===== src/rtl/user_panel_pkg.sv =====
// user_panel_pkg: shared types and default parameter values for the user panel.
package user_panel_pkg;

  typedef enum logic {
    ST_IDLE = 1'b0,
    ST_REQ  = 1'b1
  } state_t;

  localparam int DEF_WIDTH           = 4;
  localparam int DEF_DEBOUNCE_CYCLES = 4;
  localparam int DEF_SATURATE        = 0;
  localparam int DEF_TIMEOUT_CYCLES  = 1024;

endpackage


===== src/rtl/user_panel_debounce.sv =====
// button_debounce: 2-FF synchroniser, debounce counter and press pulse for
// one active-low push button. The debounced level idles at 1 (released).
module button_debounce
  import user_panel_pkg::*;
#(
  parameter int DEBOUNCE_CYCLES = DEF_DEBOUNCE_CYCLES
) (
  input  logic clk,
  input  logic rst,
  input  logic btn_n,
  output logic press
);

  localparam int CW = $clog2(DEBOUNCE_CYCLES + 1);

  logic          sync1;
  logic          sync2;
  logic          level;
  logic [CW-1:0] cnt;

  // Two flops bring the asynchronous button into the clk domain.
  always_ff @(posedge clk) begin
    if (rst) begin
      sync1 <= 1'b1;
      sync2 <= 1'b1;
    end else begin
      sync1 <= btn_n;
      sync2 <= sync1;
    end
  end

  // Accept a new level only after DEBOUNCE_CYCLES consecutive differing samples;
  // any sample matching the current level restarts the count, so short glitches die here.
  always_ff @(posedge clk) begin
    if (rst) begin
      level <= 1'b1;
      cnt   <= '0;
      press <= 1'b0;
    end else begin
      press <= 1'b0;
      if (sync2 == level) begin
        cnt <= '0;
      end else if (cnt == CW'(DEBOUNCE_CYCLES - 1)) begin
        level <= sync2;
        cnt   <= '0;
        press <= ~sync2;
      end else begin
        cnt <= cnt + 1'b1;
      end
    end
  end

endmodule


===== src/rtl/user_panel.sv =====
// user_panel: three debounced buttons drive a selector, issue requests to a
// compute engine and show the returned result on active-low LEDs.
// Optional request timeout enabled by defining USER_PANEL_TIMEOUT_EN.
module user_panel
  import user_panel_pkg::*;
#(
  parameter int WIDTH           = DEF_WIDTH,
  parameter int DEBOUNCE_CYCLES = DEF_DEBOUNCE_CYCLES,
  parameter int SATURATE        = DEF_SATURATE,
  parameter int TIMEOUT_CYCLES  = DEF_TIMEOUT_CYCLES
) (
  input  logic             clk,
  input  logic             rst,
  input  logic             inc_n,
  input  logic             dec_n,
  input  logic             start_n,
  output logic             req_o,
  output logic [WIDTH-1:0] n_o,
  input  logic             ack_i,
  input  logic [WIDTH-1:0] result_i,
  output logic [WIDTH-1:0] leds_n_o,
  output logic             busy_o,
  output logic             err_o
);

  localparam logic [WIDTH-1:0] SEL_MAX = '1;

  state_t           state;
  state_t           state_next;
  logic [WIDTH-1:0] sel;
  logic [WIDTH-1:0] leds;
  logic             inc_ev;
  logic             dec_ev;
  logic             start_ev;
  logic             timeout_hit;

  button_debounce #(.DEBOUNCE_CYCLES(DEBOUNCE_CYCLES)) u_inc (
    .clk  (clk),
    .rst  (rst),
    .btn_n(inc_n),
    .press(inc_ev)
  );

  button_debounce #(.DEBOUNCE_CYCLES(DEBOUNCE_CYCLES)) u_dec (
    .clk  (clk),
    .rst  (rst),
    .btn_n(dec_n),
    .press(dec_ev)
  );

  button_debounce #(.DEBOUNCE_CYCLES(DEBOUNCE_CYCLES)) u_start (
    .clk  (clk),
    .rst  (rst),
    .btn_n(start_n),
    .press(start_ev)
  );

`ifdef USER_PANEL_TIMEOUT_EN
  localparam int TW = $clog2(TIMEOUT_CYCLES + 1);

  logic [TW-1:0] to_cnt;
  logic          err;

  // Count cycles spent waiting in REQ; cleared whenever we are not waiting.
  always_ff @(posedge clk) begin
    if (rst || state != ST_REQ) begin
      to_cnt <= '0;
    end else begin
      to_cnt <= to_cnt + 1'b1;
    end
  end

  // An ack arriving in the final cycle beats the timeout.
  assign timeout_hit = (state == ST_REQ) && !ack_i && (to_cnt == TW'(TIMEOUT_CYCLES - 1));

  // Sticky error: set by a timeout, cleared by the next good ack or by reset.
  always_ff @(posedge clk) begin
    if (rst) begin
      err <= 1'b0;
    end else if (state == ST_REQ) begin
      if (ack_i) begin
        err <= 1'b0;
      end else if (timeout_hit) begin
        err <= 1'b1;
      end
    end
  end

  assign err_o = err;
`else
  logic unused_timeout;

  assign timeout_hit    = 1'b0;
  assign err_o          = 1'b0;
  assign unused_timeout = ^TIMEOUT_CYCLES;
`endif

  // State register.
  always_ff @(posedge clk) begin
    if (rst) begin
      state <= ST_IDLE;
    end else begin
      state <= state_next;
    end
  end

  // Next state: start leaves IDLE, ack or timeout returns from REQ.
  always_comb begin
    state_next = state;
    case (state)
      ST_IDLE: if (start_ev) state_next = ST_REQ;
      ST_REQ:  if (ack_i || timeout_hit) state_next = ST_IDLE;
      default: state_next = ST_IDLE;
    endcase
  end

  // Request and busy are both simply "waiting in REQ".
  always_comb begin
    req_o  = 1'b0;
    busy_o = 1'b0;
    if (state == ST_REQ) begin
      req_o  = 1'b1;
      busy_o = 1'b1;
    end
  end

  // Selector moves only in IDLE; start takes priority and simultaneous inc+dec cancel.
  always_ff @(posedge clk) begin
    if (rst) begin
      sel <= '0;
    end else if (state == ST_IDLE && !start_ev) begin
      if (inc_ev && !dec_ev) begin
        if (sel == SEL_MAX) begin
          sel <= (SATURATE != 0) ? SEL_MAX : '0;
        end else begin
          sel <= sel + 1'b1;
        end
      end else if (dec_ev && !inc_ev) begin
        if (sel == '0) begin
          sel <= (SATURATE != 0) ? '0 : SEL_MAX;
        end else begin
          sel <= sel - 1'b1;
        end
      end
    end
  end

  // LED register: shows the captured result, or all lit after a timeout.
  always_ff @(posedge clk) begin
    if (rst) begin
      leds <= '1;
    end else if (state == ST_REQ) begin
      if (ack_i) begin
        leds <= ~result_i;
      end else if (timeout_hit) begin
        leds <= '0;
      end
    end
  end

  assign n_o      = sel;
  assign leds_n_o = leds;

endmodule

===== config.mk =====
export PLATFORM = sky130hd
export DESIGN_NAME = user_panel
export DESIGN_NICKNAME = d
export VERILOG_FILES = /design/src/rtl/user_panel_pkg.sv /design/src/rtl/user_panel_debounce.sv /design/src/rtl/user_panel.sv
export SDC_FILE = /design/constraint.sdc
export NUM_CORES = 1
export LEC_CHECK = 0
export BUFFER_PORTS_ARGS = -buffer_cell sky130_fd_sc_hd__buf_2
export CAP_MARGIN = 20
export CORE_UTILIZATION = 45
export CTS_CLUSTER_DIAMETER = 150
export CTS_CLUSTER_SIZE = 40
export DETAILED_ROUTE_END_ITERATION = 7
export PLACE_DENSITY = 0.68
export REMOVE_ABC_BUFFERS = 1
export SYNTH_ARGS = -nofsm -noshare
export SYNTH_HDL_FRONTEND = slang
export SYNTH_SLANG_ARGS = --single-unit

===== constraint.sdc =====
create_clock -name clk -period 1.6 [get_ports clk]
set_input_delay 0.08 -clock clk [delete_from_list [all_inputs] [get_ports clk]]
set_output_delay 0.08 -clock clk [all_outputs]
set_load 0.01 [all_outputs]

# Word-level counts from Yosys, hierarchy flattened
# Cells that the tools add are included.
[word_totals] ff_bits=30 word_cells=68 inputBits=10 output_inout_bits=11
[op_classes] add_sub_neg=5 n_eq_ne=7 bitwise=11 reduce_logical=19 mux=8
[op_table] cell="$reduce_or A3 Y1" n=6
[op_table] cell="$mux W4" n=4
[op_table] cell="$not A1 Y1" n=10
[op_table] cell="$reduce_and A2 Y1" n=5
[op_table] cell="$add A3 B1 Y3 const B" n=3
[op_table] cell="$eq A3 B2 Y1 const B" n=3
[op_table] cell="$add A4 B1 Y4 const B" n=1
[op_table] cell="$eq A4 B4 Y1 const B" n=1
[op_table] cell="$logic_not A4 Y1" n=1
[op_table] cell="$not A4 Y4" n=1
[op_table] cell="$sub A4 B1 Y4 const B" n=1
[op_table] cell="$eq A1 B1 Y1" n=3
[op_table] cell="$logic_and A1 B1 Y1" n=3
[op_table] cell="$logic_not A1 Y1" n=3
[op_table] cell="$mux W1" n=3
[op_table] cell="$pmux W1 S2" n=1
[op_table] cell="$reduce_bool A2 Y1" n=1

# Longest topological paths before layout
# Gate-level depths: netlist of the first run.
[logic_depth] ltp_word=4 mapped_depth=6 ltp_nobuf=6

# By module
# A second synthesis of the first run with hierarchy kept.
[hier_totals] cells_unflattened=114 area_unflattened_um2=1219.9
[by_module_without_submodules] mod="button_debounce" cells_per_inst=19 area_each_um2=246.5 seq_area_each_um2=140.1 instances=3
[by_module_without_submodules] mod="user_panel" cells_per_inst=57 area_each_um2=480.5 seq_area_each_um2=180.2 instances=1

# Worst setup path after synthesis of the first run
# OpenSTA, ideal clock, no wires.
[synth_timing] kind="register to register" startpoint="register sel[0], in the netlist n_o[0]" endpoint="register sel[3], in the netlist n_o[3]" slack_ns=0.107 t_arrival_ns=1.405 path_stages_with_launch=5 synth_period_minus_slack_ns=1.493 path_buffers=0 setup_time_ns=0.088 t_required_ns=1.512 path_cell_list="dfxtp_1 > inv_2 > or4_1 > a21bo_1 > a311oi_2"
[synth_between] elab_chain_len=4 elab_cells_between_ends=8 classes_between="add/sub: 2; eq/ne: 1; mux: 4; reduce/logical: 1"
[synth_lines] element="start: declaration" line_no="user_panel.sv:30" rtl="logic [WIDTH-1:0] sel;"
[synth_lines] element="start signal: assignment" line_no="user_panel.sv:134" rtl="sel <= (SATURATE != 0) ? SEL_MAX : '0;"
[synth_lines] element="start signal: assignment" line_no="user_panel.sv:136" rtl="sel <= sel + 1'b1;"
[synth_lines] element="start signal: assignment" line_no="user_panel.sv:140" rtl="sel <= (SATURATE != 0) ? '0 : SEL_MAX;"
[synth_lines] element="$sub A4 B1 Y4 or $logic_not A4 Y1 (tied branches)" line_no="user_panel.sv:142, user_panel.sv:139"
[synth_lines] element="$mux W4" line_no="user_panel.sv:139" rtl="if (sel == '0) begin"
[synth_lines] element="$mux W4" line_no="user_panel.sv:138" rtl="end else if (dec_ev && !inc_ev) begin"
[synth_lines] element="$mux W4 (*)" line_no="user_panel.sv:132" rtl="if (inc_ev && !dec_ev) begin"
# Every way passes the cells marked *; elsewhere a longest branch is shown, timed or not. The select of a mux whose other input is x is not followed.
# A chain may end at the register's enable or synchronous reset.

# Worst setup path in the final report of the first run
[layout_timing] startpoint="register u_dec.press" endpoint="register sel[2], in the netlist n_o[2]"
[layout_between] elab_chain_len=4 elab_cells_between_ends=6 classes_between="mux: 1; reduce/logical: 5"
[layout_lines] element="start: declaration" line_no="user_panel_debounce.sv:11" rtl="output logic press"
[layout_lines] element="start signal: assignment" line_no="user_panel_debounce.sv:46" rtl="press <= ~sync2;"
[layout_lines] element="$logic_not A1 Y1" line_no="user_panel.sv:132"
[layout_lines] element="$logic_and A1 B1 Y1" line_no="user_panel.sv:132"
[layout_lines] element="$reduce_bool A2 Y1 (no line)"
[layout_lines] element="$reduce_and A2 Y1 (no line)"
# Parallel ways exist; a longest one is shown, timed or not.

==> metrics.csv, run 1 <==
stage,metric,value,unit
synth,most numerous cell in the Yosys netlist,dfxtp_1,
clocking,Clock Root Buffer,clkbuf_4,
synth,Synth Area per Inst,9.83,um^2
timing,fin crit share,93.5,%
synth,post-synthesis sequential area ratio,50.5,%
clocking,Setup Buffers After CTS,0,
routing,Post-DRT Antenna Nets,0,
global_route,grt ovf,0,
routing,detailed-route vias per instance,4.88,
clocking,Clock transition at path regs,0.09,ns
clocking,total clock sinks,30,
setup_path,critical path class,reg -> reg,
synth,"flops & latches, synth",30,
global_route,vias in the first global route,776,
layout,# nets final,168,
global_route,grt met3 use,7.76,%
global_route,met2 Use GR,26.3,%
setup_path,crit path cell chain,inv_1 > ha_1 > or3_1 > a21oi_1 > xnor2_1 > nor2_1,
die,Starting Density,48.0,%
synth,number of synthesized flops with an enable pin,0,
routing,drt first pass iters,4,
setup_path,WP data arrival,1.71,ns
clocking,TritonCTS clock tree,yes,
synth,top area cells in the synthesized netlist,"dfxtp_1, ha_1, nor2_1",
global_route,pin count of the biggest net entering global routing,25,
synth,synth cell count leaders,"dfxtp_1, nor2_1, ha_1, inv_1, a211o_1",
die,die area,0.00285,mm^2
setup_path,Critical-path top delay cell,or3_1,
timing,final setup fails,0,
setup_path,CP Capture Type,register,
layout,Register Area,602,um^2
layout,share of cells above drive strength 1,21.3,%
synth,Synth area leader,dfxtp_1,
pwr,total power,1.25,mW
global_route,met1 usage,17.5,%
layout,Antenna diodes,0,
die,IO Count,21,
layout,Area growth syn-to-layout,18.8,%
routing,detailed-route wire length per cell,10.3,um
pwr,static leakage,0.585,nW
die,Die Y,53.4,um
setup_path,Critical Path RT,1.81,ns
pwr,PwrDens,886,mW/mm^2
pwr,maximum vdd drop,0.632,mV
synth,"FFs w/ async S/R, synth",0,%
clocking,# H-tree levels,2,
layout,Fillers,232,
routing,drt drc,0,
run_status,outcome,"complete, no violations",
timing,worst clock skew,0.00721,ns
synth,Yosys cell types,26,
timing,final setup TNS,0,ns
timing,Pins Over Slew Limit,0,
global_route,first-pass GRT wire length,3150,um
synth,Ys Warns,0,
placed_design,PortBufs,19,
setup_path,crit path launch type,register,
timing,min cycle time layout,1.50,ns
timing,FMAX,668,MHz
setup_path,reg2reg setup slack,0.10,ns
clocking,Num CTS Buffers,5,
placed_design,Final Wtd Congestion,0.662,
synth,dominant synthesized flop cell,dfxtp_1,
die,row count,18,
hold_path,HP Class,in -> reg,
global_route,busiest grt layer,met2,
global_route,GRT Overall Usage,16.2,%
flow_run,Max-Cap Viols,0,
synth,share of the synthesized area in the top cell type,50.5,%
layout,Multi-input gate area,529,um^2
routing,initial DRC count,18,
timing,Hold Fails Final Rpt,0,
clocking,Clock Latency Late Sink,0.33,ns
global_route,initial antenna violation count,0,
die,Die X-Extent,53.4,um
clocking,Max clock buf depth,2,
routing,Vias,879,
synth,Syn Inst Count,121,
synth,mapped cell area,0.00119,mm^2
die,core footprint,0.00248,mm^2
placed_design,post-DP HPWL,1340,um
setup_path,"slowest stage delay, CP",0.41,ns
timing,RSZ-0062 raised after global routing,false,
setup_path,"Max FO, Critical Path",3,
routing,DRT Wirelength,1860,um
[per-stage QoR]
| step | worst slack [ns] | hold slack (ns) | std cells | util [%] | cell area [um^2] |
|---|---|---|---|---|---|
| 6_report | 0.104 | 0.0591 | 180 | 57.1 | 1410 |
| 3_3_place_gp | 0.142 | 0.256 | 169 | 53.4 | 1320 |
| 2_1_floorplan | 0.107 | 0.148 | 117 | - | 1170 |
| 4_1_cts | 0.0877 | 0.0442 | 180 | 57.0 | 1410 |
| 3_5_place_dp | 0.101 | 0.260 | 169 | 53.4 | 1320 |
| 5_1_grt | 0.0197 | 0.0670 | 180 | 57.1 | 1410 |
[metal layers]
layer	up-vias	part of all wire, %
met5	-	0
met4	0	1.3
met3	4	5.1
met2	21	46
met1	391	47
li1	463	-
[cell type report]
cell class | count | area share, %
sequential | 30 | 42.6
multi-input combinational | 77 | 37.4
clock inverter | 1 | 0.354
clock buffer | 7 | 3.89
timing repair buffer | 25 | 10.4
inverter | 10 | 2.65
tap | 30 | 2.65
[logic make-up (layout without fill, tap and decap cells)]
group,after synthesis,count (layout),synth area share (%)
buf+inv,14,43,5.05
xor+xnor,5,5,3.68
simple gates,44,44,19.3
flops,30,30,50.5
other cells,1,1,0.315
fa+ha+maj,9,9,9.46
compound gates,18,18,11.7
[critical path: cells and delay by family, from the launching register on]
kind | cells | cell delay, ns
buffers and inverters | 1 | 0.04
AND/OR/NAND/NOR | 2 | 0.46
AO/OA/AOI/OAI | 1 | 0.17
adder cells (fa/ha/maj) | 1 | 0.27
flip-flops | 1 | 0.31
XOR/XNOR | 1 | 0.13
[report_power, final]
part / leakage (nW) / internal (mW) / switching [mW]
combinational: 0.305 / 0.0197 / 0.0171
clock: 0.0353 / 0.213 / 0.244
sequential: 0.244 / 0.755 / 0.00442
[cell usage in the layout, fill, tap and decap left out, drive strengths merged, types with 2 or more instances in the layout]
master | Yosys | layout
a211o | 7 | 7
a21oi | 5 | 5
buf | 2 | 22
clkbuf | 2 | 7
dfxtp | 30 | 30
dlygate4sd3 | 0 | 3
ha | 9 | 9
inv | 10 | 10
nand2 | 4 | 4
nor2 | 17 | 17
nor2b | 3 | 3
nor3 | 4 | 4
nor4bb | 3 | 3
o21ai | 2 | 2
or2 | 6 | 6
or3 | 4 | 4
xnor2 | 5 | 5
[sequential cells by signal, summed over array words and instances (netlist names), 3 cells and up]
register     flops
leds_n_o         4
u_dec.cnt        3
u_start.cnt      3
n_o              4
u_inc.cnt        3
[what timing repair did]
action | CTS | global route
hold buffers | 3 | 0
setup endpoints to repair | 0 | 1
gates resized for setup | 0 | 1
endpoints found under the hold margin | 3 | 0
[worst paths after layout]
check                              startpoint       endpoint  cells past startpoint
worst min-delay path              result_i[3]    leds_n_o[3]                      3
worst max-delay path              u_dec.press         n_o[2]                      6
worst max register to register    u_dec.press         n_o[2]                      6
worst min register to register  u_start.sync1  u_start.sync2                      1
Power figures use the tool's default switching activity.
==> run 2, diff against run 1 <==
- PLACE_DENSITY: 0.68 -> 0.69
- clock period: 1.6 -> 1.9 ns (I/O delays scaled with it)
==> run 2 against run 1 <==
Effect of this change: clock power decreased by 17%; first-iteration DRC count decreased by 28%; hold slack improved by 0.026 ns; non-clock buffer count decreased by 3; combinational power decreased by 15%; core utilization decreased by 0.96 points; die area unchanged.
==> metrics.csv, run 2 (synthesis gave the netlist of run 1 again) <==
stage,metric,value,unit
die,row count,18,
routing,DRT Wirelength,1860,um
clocking,Clock transition at path regs,0.09,ns
layout,# nets final,165,
global_route,GRT Overall Usage,15.1,%
global_route,grt met3 use,7.76,%
global_route,met2 Use GR,24.4,%
timing,final setup TNS,0,ns
layout,Register Area,601,um^2
clocking,Num CTS Buffers,5,
routing,Vias,876,
run_status,outcome,"complete, no violations",
layout,share of cells above drive strength 1,19.0,%
setup_path,Critical Path RT,2.14,ns
routing,drt first pass iters,3,
timing,worst clock skew,0.0112,ns
layout,Fillers,227,
hold_path,HP Class,in -> reg,
setup_path,crit path cell chain,inv_1 > ha_1 > nor3_1 > nor2_1 > a311oi_2,
clocking,total clock sinks,30,
timing,FMAX,664,MHz
placed_design,Final Wtd Congestion,0.774,
die,Die X-Extent,53.4,um
routing,drt drc,0,
layout,"commonest non-fill, non-tap cell in the layout",dfxtp_1,
timing,setup ws final,0.393,ns
setup_path,cell family contributing the most delay on the critical path,simple AND/OR/NAND/NOR gates,
global_route,met1 usage,16.8,%
setup_path,WP data arrival,1.75,ns
pwr,static leakage,0.568,nW
global_route,first-pass GRT wire length,2960,um
pwr,PwrDens,756,mW/mm^2
global_route,vias in the first global route,761,
layout,Antenna diodes,0,
global_route,pin count of the biggest net entering global routing,25,
global_route,grt ovf,0,
die,Die Y,53.4,um
placed_design,PortBufs,19,
setup_path,"slowest stage delay, CP",0.48,ns
clocking,Max clock buf depth,2,
timing,Hold Fails Final Rpt,0,
timing,min cycle time layout,1.51,ns
placed_design,post-DP HPWL,1350,um
die,Starting Density,48.0,%
clocking,Clock Latency Late Sink,0.32,ns
clocking,TritonCTS clock tree,yes,
setup_path,Buf/Inv on CP,1,
setup_path,Critical-path top delay cell,nor3_1,
routing,initial DRC count,13,
setup_path,CP Capture Type,register,
timing,final setup fails,0,
timing,fin crit share,79.3,%
routing,detailed-route wire length per cell,10.5,um
clocking,Clock Root Buffer,clkbuf_4,
layout,most frequent cells in the layout,"dfxtp_1, buf_2, nor2_1, inv_1, ha_1",
layout,Area growth syn-to-layout,16.8,%
pwr,maximum vdd drop,0.646,mV
die,core footprint,0.00248,mm^2
setup_path,"Max FO, Critical Path",4,
die,IO Count,21,
clocking,Setup Buffers After CTS,0,
global_route,busiest grt layer,met2,
die,die area,0.00285,mm^2
routing,Post-DRT Antenna Nets,0,
routing,detailed-route vias per instance,4.95,
setup_path,crit path launch type,register,
timing,Pins Over Slew Limit,0,
flow_run,Max-Cap Viols,0,
timing,Slew Limit Headroom,63.4,%
placed_design,dpl ws,0.366,ns
setup_path,critical path class,reg -> reg,
timing,RSZ-0062 raised after global routing,false,
global_route,initial antenna violation count,0,
layout,Multi-input gate area,529,um^2
timing,Slew @ Worst Pin,0.545,ns
clocking,# H-tree levels,2,
-- run 2: changes by cell type in the layout (fill, tap and decap cells not counted) --
cell / previous run / this run
buf_4: 3 / 0
dfxtp_1: 29 / 30
dfxtp_2: 1 / 0
-- run 2: final timing paths --
| path | start | to | slack [ns] | cells past startpoint |
|---|---|---|---|---|
| setup / recovery | u_dec.press | n_o[3] | 0.39 | 5 |
| hold / removal | result_i[0] | leds_n_o[0] | 0.09 | 3 |
| hold reg to reg | u_inc.sync1 | u_inc.sync2 | 0.41 | 1 |
| setup reg to reg | u_dec.press | n_o[3] | 0.39 | 5 |
-- run 2: metrics by stage --
step / total power, mW / hold slack, ns / cells / instance area, um^2 / util [%]
after floorplan: 0.664 / 0.163 / 117 / 1170 / -
after global placement: 0.681 / 0.274 / 166 / 1300 / 52.5
after detailed placement: 0.682 / 0.278 / 166 / 1300 / 52.5
after CTS: 1.07 / 0.0773 / 177 / 1390 / 56.1
after global routing: 1.10 / 0.0647 / 177 / 1390 / 56.1
final: 1.05 / 0.0856 / 177 / 1390 / 56.1
-- run 2: power by group --
group          total [mW]  internal, mW  switching (mW)  leakage (nW)
Clock               0.379         0.179           0.200        0.0353
Combinational      0.0314        0.0167          0.0147         0.289
Sequential          0.640         0.636         0.00412         0.244
Total                1.05         0.832           0.219         0.568
-- run 2: layout make-up --
type | instances | share of cell area, %
inverter | 10 | 2.70
tap | 30 | 2.70
multi-input combinational | 77 | 38.1
sequential | 30 | 43.2
timing repair buffer | 22 | 9.00
clock inverter | 1 | 0.360
clock buffer | 7 | 3.96
-- run 2: repair_timing --
item                       4_1_cts  5_1_grt
hold buffers                     3        0
hold endpoints to repair         3        0
setup endpoints to repair        0        0
gates resized for setup          0        0
-- run 2: tightest hold or removal path, cell delays in order --
cell,delay (ns)
buf_2,0.09
nor2_1,0.09
a211o_1,0.10
-- run 2: routing by layer --
| layer | share of wire (%) | wire length (um) |
|---|---|---|
| met5 | 0 | 0 |
| met2 | 46 | 856 |
| met4 | 1.3 | 25 |
| met3 | 4.6 | 85 |
| met1 | 48 | 887 |
==> run 3, diff against run 2 <==
- clock period: 1.9 -> 1.5 ns (I/O delays scaled with it)
==> run 3 against run 2 <==
Effect of this change: register-to-register slack got worse by 0.33 ns; final cell count is 2.8% higher; first-iteration DRC count fell by 31%; critical path depth rose by 1; setup slack got worse by 0.33 ns; sequential cell count did not move; wire length up 2.3%; final area up 3.5%; global-route usage up 0.84 points; power increased by 27%; sequential power rose by 27%; combinational power is 27% higher; highest routed layer unchanged.
==> metrics.csv, run 3 (synthesis gave the netlist of run 1 again) <==
stage,metric,value,unit
layout,share of cells above drive strength 1,23.7,%
global_route,vias in the first global route,746,
timing,FMAX,694,MHz
placed_design,Final Wtd Congestion,0.692,
run_status,outcome,"complete, no violations",
routing,detailed-route vias per instance,4.91,
placed_design,cell count after placement,171,
clocking,Clock transition at path regs,0.09,ns
setup_path,worst flop-to-flop path startpoint,u_dec.press,
die,Die Y,53.4,um
layout,Fillers,225,
global_route,GRT Overall Usage,15.9,%
die,die area,0.00285,mm^2
setup_path,CP Capture Type,register,
setup_path,Setup crit end,n_o[2],
clocking,TritonCTS clock tree,yes,
layout,Register Area,601,um^2
routing,Vias,894,
timing,Pins Over Slew Limit,0,
clocking,Num CTS Buffers,5,
setup_path,reg2reg setup slack,0.06,ns
setup_path,"Max FO, Critical Path",3,
placed_design,dpl ws,0.00579,ns
pwr,maximum vdd drop,0.807,mV
routing,Post-DRT Antenna Nets,0,
clocking,total clock sinks,30,
clocking,Max clock buf depth,2,
layout,most frequent cells in the layout,"dfxtp_1, buf_2, nor2_1, inv_1, ha_1",
setup_path,depth of the most critical reg-to-reg path,6,
timing,final setup TNS,0,ns
layout,Antenna diodes,0,
placed_design,post-DP HPWL,1350,um
setup_path,critical path class,reg -> reg,
timing,final setup fails,0,
layout,Area growth syn-to-layout,20.9,%
placed_design,PortBufs,19,
pwr,static leakage,0.595,nW
routing,drt first pass iters,4,
timing,worst clock skew,0.00384,ns
setup_path,WP data arrival,1.64,ns
setup_path,Critical-path top delay cell,or3_4,
hold_path,HP Class,in -> reg,
pwr,PwrDens,925,mW/mm^2
die,Die X-Extent,53.4,um
timing,setup ws final,0.0592,ns
clocking,# H-tree levels,2,
timing,Min Hold Slack,0.0630,ns
global_route,grt ovf,0,
clocking,Clock Latency Late Sink,0.31,ns
setup_path,"slowest stage delay, CP",0.41,ns
clocking,Clock Root Buffer,clkbuf_4,
die,core footprint,0.00248,mm^2
timing,RSZ-0062 raised after global routing,false,
routing,initial DRC count,9,
clocking,Setup Buffers After CTS,0,
die,Starting Density,48.0,%
layout,# nets final,170,
setup_path,crit path launch type,register,
setup_path,crit path launch,u_dec.press,
layout,"commonest non-fill, non-tap cell in the layout",dfxtp_1,
routing,DRT Wirelength,1900,um
layout,"non-filler cells, final",182,
global_route,pin count of the biggest net entering global routing,25,
global_route,first-pass GRT wire length,3010,um
setup_path,reg2reg end,n_o[2],
timing,fin crit share,96.1,%
die,IO Count,21,
timing,Hold Fails Final Rpt,0,
timing,min cycle time layout,1.44,ns
setup_path,Critical Path RT,1.70,ns
routing,drt drc,0,
setup_path,crit path cell chain,inv_1 > ha_1 > or3_4 > a21oi_2 > xnor2_1 > nor2_1,
flow_run,Max-Cap Viols,0,
layout,Multi-input gate area,541,um^2
die,row count,18,
global_route,initial antenna violation count,0,
routing,detailed-route wire length per cell,10.4,um
[run 3: cell types whose count changed in the layout (fill, tap and decap cells not counted), sizes merged]
cell and change:
buf +5
[run 3: layout make-up]
type                       instances  area share (%)
inverter                          10            2.61
sequential                        30            41.7
timing repair buffer              27            11.3
clock inverter                     1           0.348
multi-input combinational         77            37.6
clock buffer                       7            3.83
tap                               30            2.61
[run 3: layer usage]
metal  part of all wire (%)  global-route usage [%]
met5                      0                       0
met4                    2.0                    10.5
met3                    4.4                    8.62
met2                     49                    25.4
met1                     44                    15.7
[run 3: how the worst min path moves through the flow]
stage	slack, ns	cells after the start	start	to
floorplan	0.14	1	rst	n_o[3]
global placement	0.25	2	inc_n	u_inc.sync1
detailed placement	0.26	2	inc_n	u_inc.sync1
CTS	0.05	3	result_i[0]	leds_n_o[0]
global route	0.04	3	result_i[3]	leds_n_o[3]
finish	0.06	3	result_i[3]	leds_n_o[3]
[run 3: repair_timing]
action,4_1_cts,5_1_grt
hold buffers,3,0
endpoints found under the hold margin,3,0
gates cloned,0,0
resized for setup,1,2
setup endpoints to repair,1,2
[run 3: metrics by stage]
stage          utilization [%]  cell area (um^2)  power (mW)
2_1_floorplan                -              1170       0.841
3_3_place_gp              54.0              1340       0.862
3_5_place_dp              54.0              1340       0.863
4_1_cts                   57.8              1430        1.36
5_1_grt                   58.1              1440        1.41
6_report                  58.1              1440        1.33
[run 3: power breakdown]
part	switching (mW)	leakage (nW)	internal, mW
registers	0.00502	0.244	0.806
logic	0.0188	0.317	0.0211
clock network	0.254	0.0353	0.227
total	0.277	0.595	1.05
[run 3: worst max-delay path: cells and delay by family (launching register included)]
kind,cells,cell delay (ns)
AND/OR/NAND/NOR,2,0.46
XOR/XNOR,1,0.13
flip-flops,1,0.31
buffers and inverters,1,0.03
AO/OA/AOI/OAI,1,0.12
adder cells (fa/ha/maj),1,0.27
